**src/rtl/pc_ctrl_if.sv**
```systemverilog
// Bundle between control decode and the program-counter controller.
// The decoder side (master) drives the next-PC controls and observes the fetch address and status.
interface pc_ctrl_if;
  logic        stall;
  logic [2:0]  PCOp;
  logic        branch_taken;
  logic [15:0] imm16;
  logic [25:0] imm26;
  logic [31:0] JR_control;
  logic [31:0] PC;
  logic [31:0] PC_plus4;
  logic        fetch_valid;
  logic        flush;
  logic        trap;
  logic [31:0] epc;

  modport master (
    output stall, PCOp, branch_taken, imm16, imm26, JR_control,
    input  PC, PC_plus4, fetch_valid, flush, trap, epc
  );

  modport slave (
    input  stall, PCOp, branch_taken, imm16, imm26, JR_control,
    output PC, PC_plus4, fetch_valid, flush, trap, epc
  );
endinterface

```
**src/rtl/pc_ctrl.sv**
```systemverilog
// Program-counter controller: holds the architectural PC, selects the next PC,
// and traps misaligned jump-register targets to a fixed vector with a flush pulse.
module pc_ctrl #(
  parameter logic [31:0] RESET_VECTOR = 32'h0000_0000,
  parameter logic [31:0] TRAP_VECTOR  = 32'h0000_0080
) (
  input  logic     clock,
  input  logic     reset,
  pc_ctrl_if.slave bus
);

  typedef enum logic [1:0] {
    BOOT = 2'd0,
    RUN  = 2'd1,
    TRAP = 2'd2
  } state_e;

  state_e      state_q, state_d;
  logic [31:0] pc_q, pc_d;
  logic [31:0] epc_q, epc_d;
  logic        flush_q, flush_d;
  logic [31:0] pc_plus4;
  logic [31:0] br_off;

  assign pc_plus4 = pc_q + 32'd4;
  assign br_off   = {{14{bus.imm16[15]}}, bus.imm16, 2'b00};

  always_ff @(posedge clock or negedge reset) begin
    if (!reset) begin
      state_q <= BOOT;
      pc_q    <= RESET_VECTOR;
      epc_q   <= 32'h0000_0000;
      flush_q <= 1'b0;
    end else begin
      state_q <= state_d;
      pc_q    <= pc_d;
      epc_q   <= epc_d;
      flush_q <= flush_d;
    end
  end

  // JR_control is only looked at under PCOp=100 so a floating bus never reaches the PC.
  always_comb begin
    state_d = state_q;
    pc_d    = pc_q;
    epc_d   = epc_q;
    flush_d = 1'b0;
    case (state_q)
      BOOT: state_d = RUN;
      RUN: begin
        if (!bus.stall) begin
          case (bus.PCOp)
            3'b001: begin
              if (bus.branch_taken) begin
                pc_d    = pc_plus4 + br_off;
                flush_d = 1'b1;
              end else begin
                pc_d = pc_plus4;
              end
            end
            3'b010: begin
              pc_d    = {pc_plus4[31:28], bus.imm26, 2'b00};
              flush_d = 1'b1;
            end
            3'b100: begin
              if (bus.JR_control[1:0] != 2'b00) begin
                state_d = TRAP;
                pc_d    = TRAP_VECTOR;
                epc_d   = pc_q;
              end else begin
                pc_d    = bus.JR_control;
                flush_d = 1'b1;
              end
            end
            default: pc_d = pc_plus4;
          endcase
        end
      end
      TRAP: state_d = RUN;
      default: state_d = BOOT;
    endcase
  end

  assign bus.PC          = pc_q;
  assign bus.PC_plus4    = pc_plus4;
  assign bus.epc         = epc_q;
  assign bus.fetch_valid = (state_q == RUN);
  assign bus.trap        = (state_q == TRAP);
  assign bus.flush       = flush_q | (state_q == TRAP);

endmodule

```
**src/flat_wrapper.sv**
```systemverilog
// flat-port wrapper written by rule: the top's interface ports become plain ports
module pc_ctrl_flat 
#(
  parameter logic [31:0] RESET_VECTOR = 32'h0000_0000,
  parameter logic [31:0] TRAP_VECTOR  = 32'h0000_0080
)
  (clock, reset, bus_stall, bus_PCOp, bus_branch_taken, bus_imm16, bus_imm26, bus_JR_control, bus_PC, bus_PC_plus4, bus_fetch_valid, bus_flush, bus_trap, bus_epc);
  pc_ctrl_if bus_i ();
  input  logic clock;
  input  logic reset;
  input wire logic [$bits(bus_i.stall)-1:0] bus_stall;
  input wire logic [$bits(bus_i.PCOp)-1:0] bus_PCOp;
  input wire logic [$bits(bus_i.branch_taken)-1:0] bus_branch_taken;
  input wire logic [$bits(bus_i.imm16)-1:0] bus_imm16;
  input wire logic [$bits(bus_i.imm26)-1:0] bus_imm26;
  input wire logic [$bits(bus_i.JR_control)-1:0] bus_JR_control;
  output wire logic [$bits(bus_i.PC)-1:0] bus_PC;
  output wire logic [$bits(bus_i.PC_plus4)-1:0] bus_PC_plus4;
  output wire logic [$bits(bus_i.fetch_valid)-1:0] bus_fetch_valid;
  output wire logic [$bits(bus_i.flush)-1:0] bus_flush;
  output wire logic [$bits(bus_i.trap)-1:0] bus_trap;
  output wire logic [$bits(bus_i.epc)-1:0] bus_epc;
  assign bus_i.stall = bus_stall;
  assign bus_i.PCOp = bus_PCOp;
  assign bus_i.branch_taken = bus_branch_taken;
  assign bus_i.imm16 = bus_imm16;
  assign bus_i.imm26 = bus_imm26;
  assign bus_i.JR_control = bus_JR_control;
  assign bus_PC = bus_i.PC;
  assign bus_PC_plus4 = bus_i.PC_plus4;
  assign bus_fetch_valid = bus_i.fetch_valid;
  assign bus_flush = bus_i.flush;
  assign bus_trap = bus_i.trap;
  assign bus_epc = bus_i.epc;
  pc_ctrl #(.RESET_VECTOR(RESET_VECTOR), .TRAP_VECTOR(TRAP_VECTOR)) u_core (.clock(clock), .reset(reset), .bus(bus_i));
endmodule
```
**config.mk**
```make
export PLATFORM = sky130hd
export DESIGN_NAME = pc_ctrl_flat
export DESIGN_NICKNAME = d
export VERILOG_FILES = /design/src/rtl/pc_ctrl_if.sv /design/src/rtl/pc_ctrl.sv /design/src/flat_wrapper.sv
export SDC_FILE = /design/constraint.sdc
export NUM_CORES = 1
export LEC_CHECK = 0
export BUFFER_PORTS_ARGS = -buffer_cell sky130_fd_sc_hd__buf_4
export CORE_ASPECT_RATIO = 1.2
export CORE_MARGIN = 1.5
export CORE_UTILIZATION = 52
export CTS_BUF_LIST = sky130_fd_sc_hd__clkbuf_4
export DETAILED_ROUTE_END_ITERATION = 7
export PLACE_DENSITY = 0.91
export SETUP_SLACK_MARGIN = 0.02
export SYNTH_ARGS = -nofsm -noshare
export SYNTH_HDL_FRONTEND = slang
export SYNTH_SLANG_ARGS = --single-unit
```
**constraint.sdc**
```tcl
create_clock -name clock -period 5.8 [get_ports clock]
set_clock_uncertainty 0.1 [all_clocks]
set_input_delay 0.29 -clock clock [delete_from_list [all_inputs] [get_ports clock]]
set_output_delay 0.29 -clock clock [all_outputs]
set_load 0.05 [all_outputs]
```
# Yosys cells after proc, flatten, opt, wreduce, memory -nomap -nowiden
# Index checks and enable logic that the tools add are counted.
# totals
regBits	67
in_bits	81
output_inout_bits	99
wordCells	34
# op_classes
addsub	2
eq_ne	8
n_mux	12
bitwise	2
reduce_logical	6
# op_table
op	n
32-bit case mux with 3 select lines	1
32-bit 2-to-1 mux	2
32-bit by 3-bit adder with 32-bit output, second input constant	1
32-bit adder	1
2-bit 2-to-1 mux	3
1-bit 2-to-1 mux	4
2-bit by 1-bit inequality test with 1-bit output, second input constant	2
2-bit case mux with 2 select lines	1
4-bit AND reduction	1
3-bit by 1-bit == test with 1-bit output, second input constant	1
3-bit by 2-bit == test with 1-bit output, second input constant	1
3-bit == test, second input constant	1
1-bit case mux with 3 select lines	1
3-bit AND reduction	1
2-bit by 1-bit == test with 1-bit output, second input constant	1
2-bit == test, second input constant	1
2-bit logical NOT	1
2-bit inequality test, second input constant	1
2-bit AND reduction	1
2-bit nonzero test	1
2-bit OR reduction	1
1-bit NOT	1
1-bit OR	1

# Longest topological paths before layout
# depth
depth_word	5
ltp_mapped	18
mapped_depth_nobuf	17

# Least setup slack after synthesis
# OpenSTA, ideal clock, no wires.
# synth_path
path_kind	register to register
start	register u_core.pc_q[2], in the netlist u_core.bus.PC[2]
end	register u_core.pc_q[31], in the netlist u_core.bus.PC[31]
setup_time_ns	0.082
t_arrival_ns	4.851
t_required_ns	5.618
path_slack_ns	0.767
stages_incl_launch_ff	19
path_buffers	1
period_less_slack_ns	5.033
path_cell_list	dfrtp_1 -> ha_1 -> and3_1 -> nand4_2 -> or2_2 -> buf_2 -> nor2_4 -> nand3_1 -> xnor2_1 -> ha_1 -> a21oi_1 -> o21bai_1 -> a21oi_1 -> o21ai_0 -> o21ai_0 -> o41ai_4 -> xnor2_1 -> or3_1 -> a31oi_1
# synth_via
elab_chain_len	4
# synth_lines
element	line	text
start: declaration	pc_ctrl.sv:19	logic [31:0] pc_q, pc_d;
start signal: assignment	pc_ctrl.sv:36	pc_q <= pc_d;
32-bit by 3-bit adder with 32-bit output	pc_ctrl.sv:25	assign pc_plus4 = pc_q + 32'd4;
via bus_PC_plus4[24]	flat_wrapper.sv:18	output wire logic [$bits(bus_i.PC_plus4)-1:0] bus_PC_plus4;
32-bit adder	pc_ctrl.sv:55	pc_d = pc_plus4 + br_off;
32-bit 2-to-1 mux	pc_ctrl.sv:54	if (bus.branch_taken) begin
32-bit case mux with 3 select lines	pc_ctrl.sv:52	case (bus.PCOp)
# The timed path passes the listed nets, and every way through them passes these cells.
# A chain may end at the register's enable or synchronous reset.

# Worst setup path in the final report
# layout_path
start	register u_core.pc_q[2], in the netlist u_core.bus.PC[2]
end	register u_core.pc_q[29], in the netlist u_core.bus.PC[29]
# layout_via
elab_chain_len	4
# layout_lines
element	line
32-bit by 3-bit adder with 32-bit output *	pc_ctrl.sv:25
32-bit adder	pc_ctrl.sv:55
32-bit 2-to-1 mux	pc_ctrl.sv:54
32-bit case mux with 3 select lines *	pc_ctrl.sv:52
# Mark *: on every way between the ends. The rest lies on a longest branch, timed or not.

==> results by stage <==
STA:
- The final hold violation count was 0.
- The final worst slack is ~1.3 ns.
- The final max-slew violation count was 0.
- Setup repair after global routing left no endpoint under its margin.
- At the pin with the least slew margin, the transition time is ~1.3 ns.
- The fmax is 0.221 GHz.
- The final sum of negative setup slack is 0 ns.
- The worst path in the final design needs a cycle of between 4 and 5 ns, including I/O delays and setup.
- The normalized max-slew margin is 0.136.
- Setup violations remaining at the end of the flow were counted as 0.
- The post-route clock period utilization is 0.779.

Yosys:
- The cell with the most instances after synthesis is dfrtp_1.
- The number of nets produced by synthesis is 736.
- After synthesis, the largest family of logic cells by area is compound AO/OA/AOI/OAI gates.
- The total of warnings raised by yosys is 0.
- The compound-gate portion of the synthesized area is 0.261.
- Of the total synthesized cell area, the portion taken by AND, OR, NAND and NOR gates is 0.162.
- The count of cell types in the netlist is 60.
- For this run, the register share of the synthesized area comes to 0.305.
- Of the total synthesized cell area, the portion taken by full adders, half adders and majority gates is 0.0810.
- The mapped netlist covers 5500 µm².
- The portion of synthesized cell area occupied by the leading cell type is 0.305.
- The mux share of post-synthesis cell area is 0.0694.
- The mean instance size in the synthesized netlist is 8.87 µm².
- In this run, synthesis produced a sequential element count of 67.
- The synthesized design spends more area on one cell type than any other, namely dfrtp_1.
- The number of enable flip-flop cells after synthesis is 0.
- Sorting the synthesized cells by how often they occur yields 67 x dfrtp_1, 59 x nand2_1, 49 x o21ai_0.
- Synthesis handed over a netlist of 620 instances.
- For this run, the leading register cell type out of synthesis is dfrtp_1.
- The fraction of synthesized cell area in xor and xnor cells is 0.0876.
- By area the synthesized netlist is led by dfrtp_1 30%, ha_1 7.7%, mux2_2 6.8%.
- In the synthesized netlist the async set-or-reset flop fraction comes to 1.00.

Placement:
- The number of placed instances with taps included is 900.
- Detailed placement finished with a half-perimeter wire length of 14000 µm.
- At the placement stage, the worst setup path has a slack of approximately 1.3 ns.
- The cell area reported after detailed placement is slightly below 7000 µm².
- At the end of routability-driven placement, the weighted congestion stood at approximately 0.96.
- Buffers placed on the I/O ports in this run total 179.

Floorplan:
- The floorplan step set the die width to approximately 97 µm.
- The starting utilization of the core area is 0.541.
- In this run the core area contains 40 standard-cell rows.
- Measured along the y axis, the die boundary spans 116 µm.
- The I/O pin total is 180.
- The placeable core region is 10200 µm².
- The die outline area is 11200 µm².

CTS:
- TritonCTS built the clock tree.
- The number of setup buffers added after CTS is 0.
- For this design, the sink count on the clock tree is 67.
- In this run the deepest clock path goes through 2 buffers.
- Clock-pin slew was measured on the worst setup and hold paths at roughly 0.12 ns.
- The root buffer cell chosen for the clock tree is clkbuf_4.
- CTS built an H-tree with a depth of 3.
- Clock tree synthesis inserted a total of 9 buffers.
- The later pin in the worst-skew pair is clocked with a latency of around 0.46 ns.
- After clock tree synthesis, the repair step resized 0 gates.

Worst hold path:
- The worst hold path passes through 3 cells.
- The worst min-delay path class is input pin to register.

Setup path:
- Data on the critical path arrives at its endpoint at 4.75 ns.
- STA classifies the critical path startpoint as a register.
- STA classifies the critical path endpoint as a register.
- In this run the worst path has a maximum fanout of 8.
- The class of the most critical setup path is register to register.
- The required time of the critical path is 6.03 ns.
- Counting cells, the worst reg-to-reg path comes to 15.

Drt:
- The final wirelength is between 15000 and 20000 µm.
- After detailed routing, the number of vias per cell comes to 6.38.
- The total number of vias is 5849.
- The residual DRC count is 0.
- In this run, the number of DRC markers left after iteration 0 of detailed routing was 388.
- The residual antenna-violating net count after detailed routing is 0.
- After detailed routing, the average wire length per cell comes to 21.0 µm.
- The first detailed-routing pass ran for 5 iterations.

Layout:
- The repair_antennas step left the layout with diodes totalling 0.
- The area growth from synthesis to layout is 29.1%.
- The final instance count without filler cells is between 900 and 1000.
- For this run, the post-layout net count is 902.
- With fillers left out, the area of the finished cells amounts to 7100 µm².
- Across the whole layout, storage elements account for 1680 µm².
- Measured on the finished design, the core utilization comes to 0.699.
- The count of fill cells added during filler insertion is 814.
- The fraction of final layout cells sized beyond drive strength 1 is 0.320.
- The multi-input logic area is 3660 µm².

Global routing:
- For this run the aggregate overflow at the end of global routing stands at 0.
- Entering global routing, the biggest net connects slightly below 70 pins.
- The via count of the first global-routing pass is 5834.
- The first global-routing pass estimated approximately 30000 µm of wire.
- For this run, the total global-route usage over all layers was measured as 0.340.
- The initial antenna violation count is 0.

Power:
- The cell leakage power is 3.31 nW.
- The maximum VDD drop is 0.370 mV.
- The power density over the cells is 495 nW/µm².

Flow run:
- Across the run, the number of max-cap violations was 0.

Outcome:
- The flow ran to the end, and the final reports show no timing, DRC or antenna violations.
## cell families (layout without fill, tap and decap cells)
| group | after synthesis | after routing |
|---|---|---|
| adder cells (fa/ha/maj) | 35 | 35 |
| multiplexers | 34 | 34 |
| flip-flops | 67 | 67 |
| XOR/XNOR | 55 | 55 |
| buffers and inverters | 45 | 216 |
| AND/OR/NAND/NOR | 178 | 178 |
| AO/OA/AOI/OAI | 206 | 206 |
## final timing paths
path,to,slack [ns],start
hold reg to reg,u_core.state_q[0],0.40,u_core.state_q[1]
max in group asynchronous,u_core.bus.PC[29],4.57,reset
setup reg to reg,u_core.bus.PC[29],1.28,u_core.bus.PC[2]
hold / removal,u_core.bus.PC[16],0.04,bus_JR_control[16]
setup / recovery,u_core.bus.PC[29],1.28,u_core.bus.PC[2]
min in group asynchronous,u_core.bus.epc[16],0.42,reset
## power breakdown
group          internal [W]  leakage, nW  total, W  switching [W]
Combinational      0.000801         2.40   0.00235        0.00155
Sequential         0.000616        0.825  0.000794       0.000178
Clock              0.000176       0.0831  0.000368       0.000192
## critical path, stage by stage, from the launching register on
cell       delay [ns]
dfrtp_1          0.48
ha_1             0.27
and3_1           0.31
nand4_2          0.24
or2_2            0.44
nor2_4           0.25
and3_1           0.29
xor2_1           0.30
ha_1             0.38
a2111oi_0        0.39
o21ai_0          0.17
o211ai_1         0.12
o21ai_0          0.13
xor2_1           0.16
a221oi_1         0.25
o21ai_0          0.11
## sequential cells by signal (all words and copies together), names as in the netlist
signal / count
u_core.bus.epc: 32
u_core.state_q: 2
u_core.bus.PC: 32
u_core.flush_q: 1
## layer usage
metal	global-route usage	routed length [µm]	vias to the layer above
met5	0	0	-
met1	0.423	7570	2781
li1	-	-	2650
met2	0.578	9340	356
met4	0.152	616	0
met3	0.0694	1750	62
## per-stage QoR
step / power [W] / hold slack [ns]
finish: 0.00351 / 0.0366
global placement: 0.00309 / 0.355
floorplan: 0.00244 / -0.106
global route: 0.00368 / 0.0495
detailed placement: 0.00312 / 0.370
CTS: 0.00349 / 0.0398
## cell type report
cell class / instances / share of cell area
Multi-Input combinational cell: 508 / 0.515
Inverter: 13 / 0.00687
Clock inverter: 6 / 0.0113
Clock buffer: 10 / 0.0106
Tap cell: 126 / 0.0222
Sequential cell: 67 / 0.236
Timing Repair Buffer: 187 / 0.198
## placed cells by master, fill, tap and decap left out, drive strengths merged, types with 3 or more instances in the layout
cell,n
and2,10
mux2,33
a21oi,46
nand2,60
nor3b,4
a22oi,6
clkinv,4
inv,13
o211ai,9
or3,3
a221o,9
a31oi,6
buf,186
and3,12
o21bai,5
dfrtp,67
or2,3
xor2,19
o21ai,49
nand4,10
o2111ai,4
a211oi,5
a211o,3
a221oi,13
a22o,6
o21a,7
xnor2,36
a222oi,6
nor2b,7
nand2b,7
o22ai,5
nor3,11
nand3,15
ha,34
clkbuf,10
a21o,16
nor2,32
## repair_timing
action	4_1_cts	5_1_grt
hold buffers	1	0
hold endpoints to repair	67	0
endpoints found under the setup margin	0	0
Power figures use the tool's default switching activity.
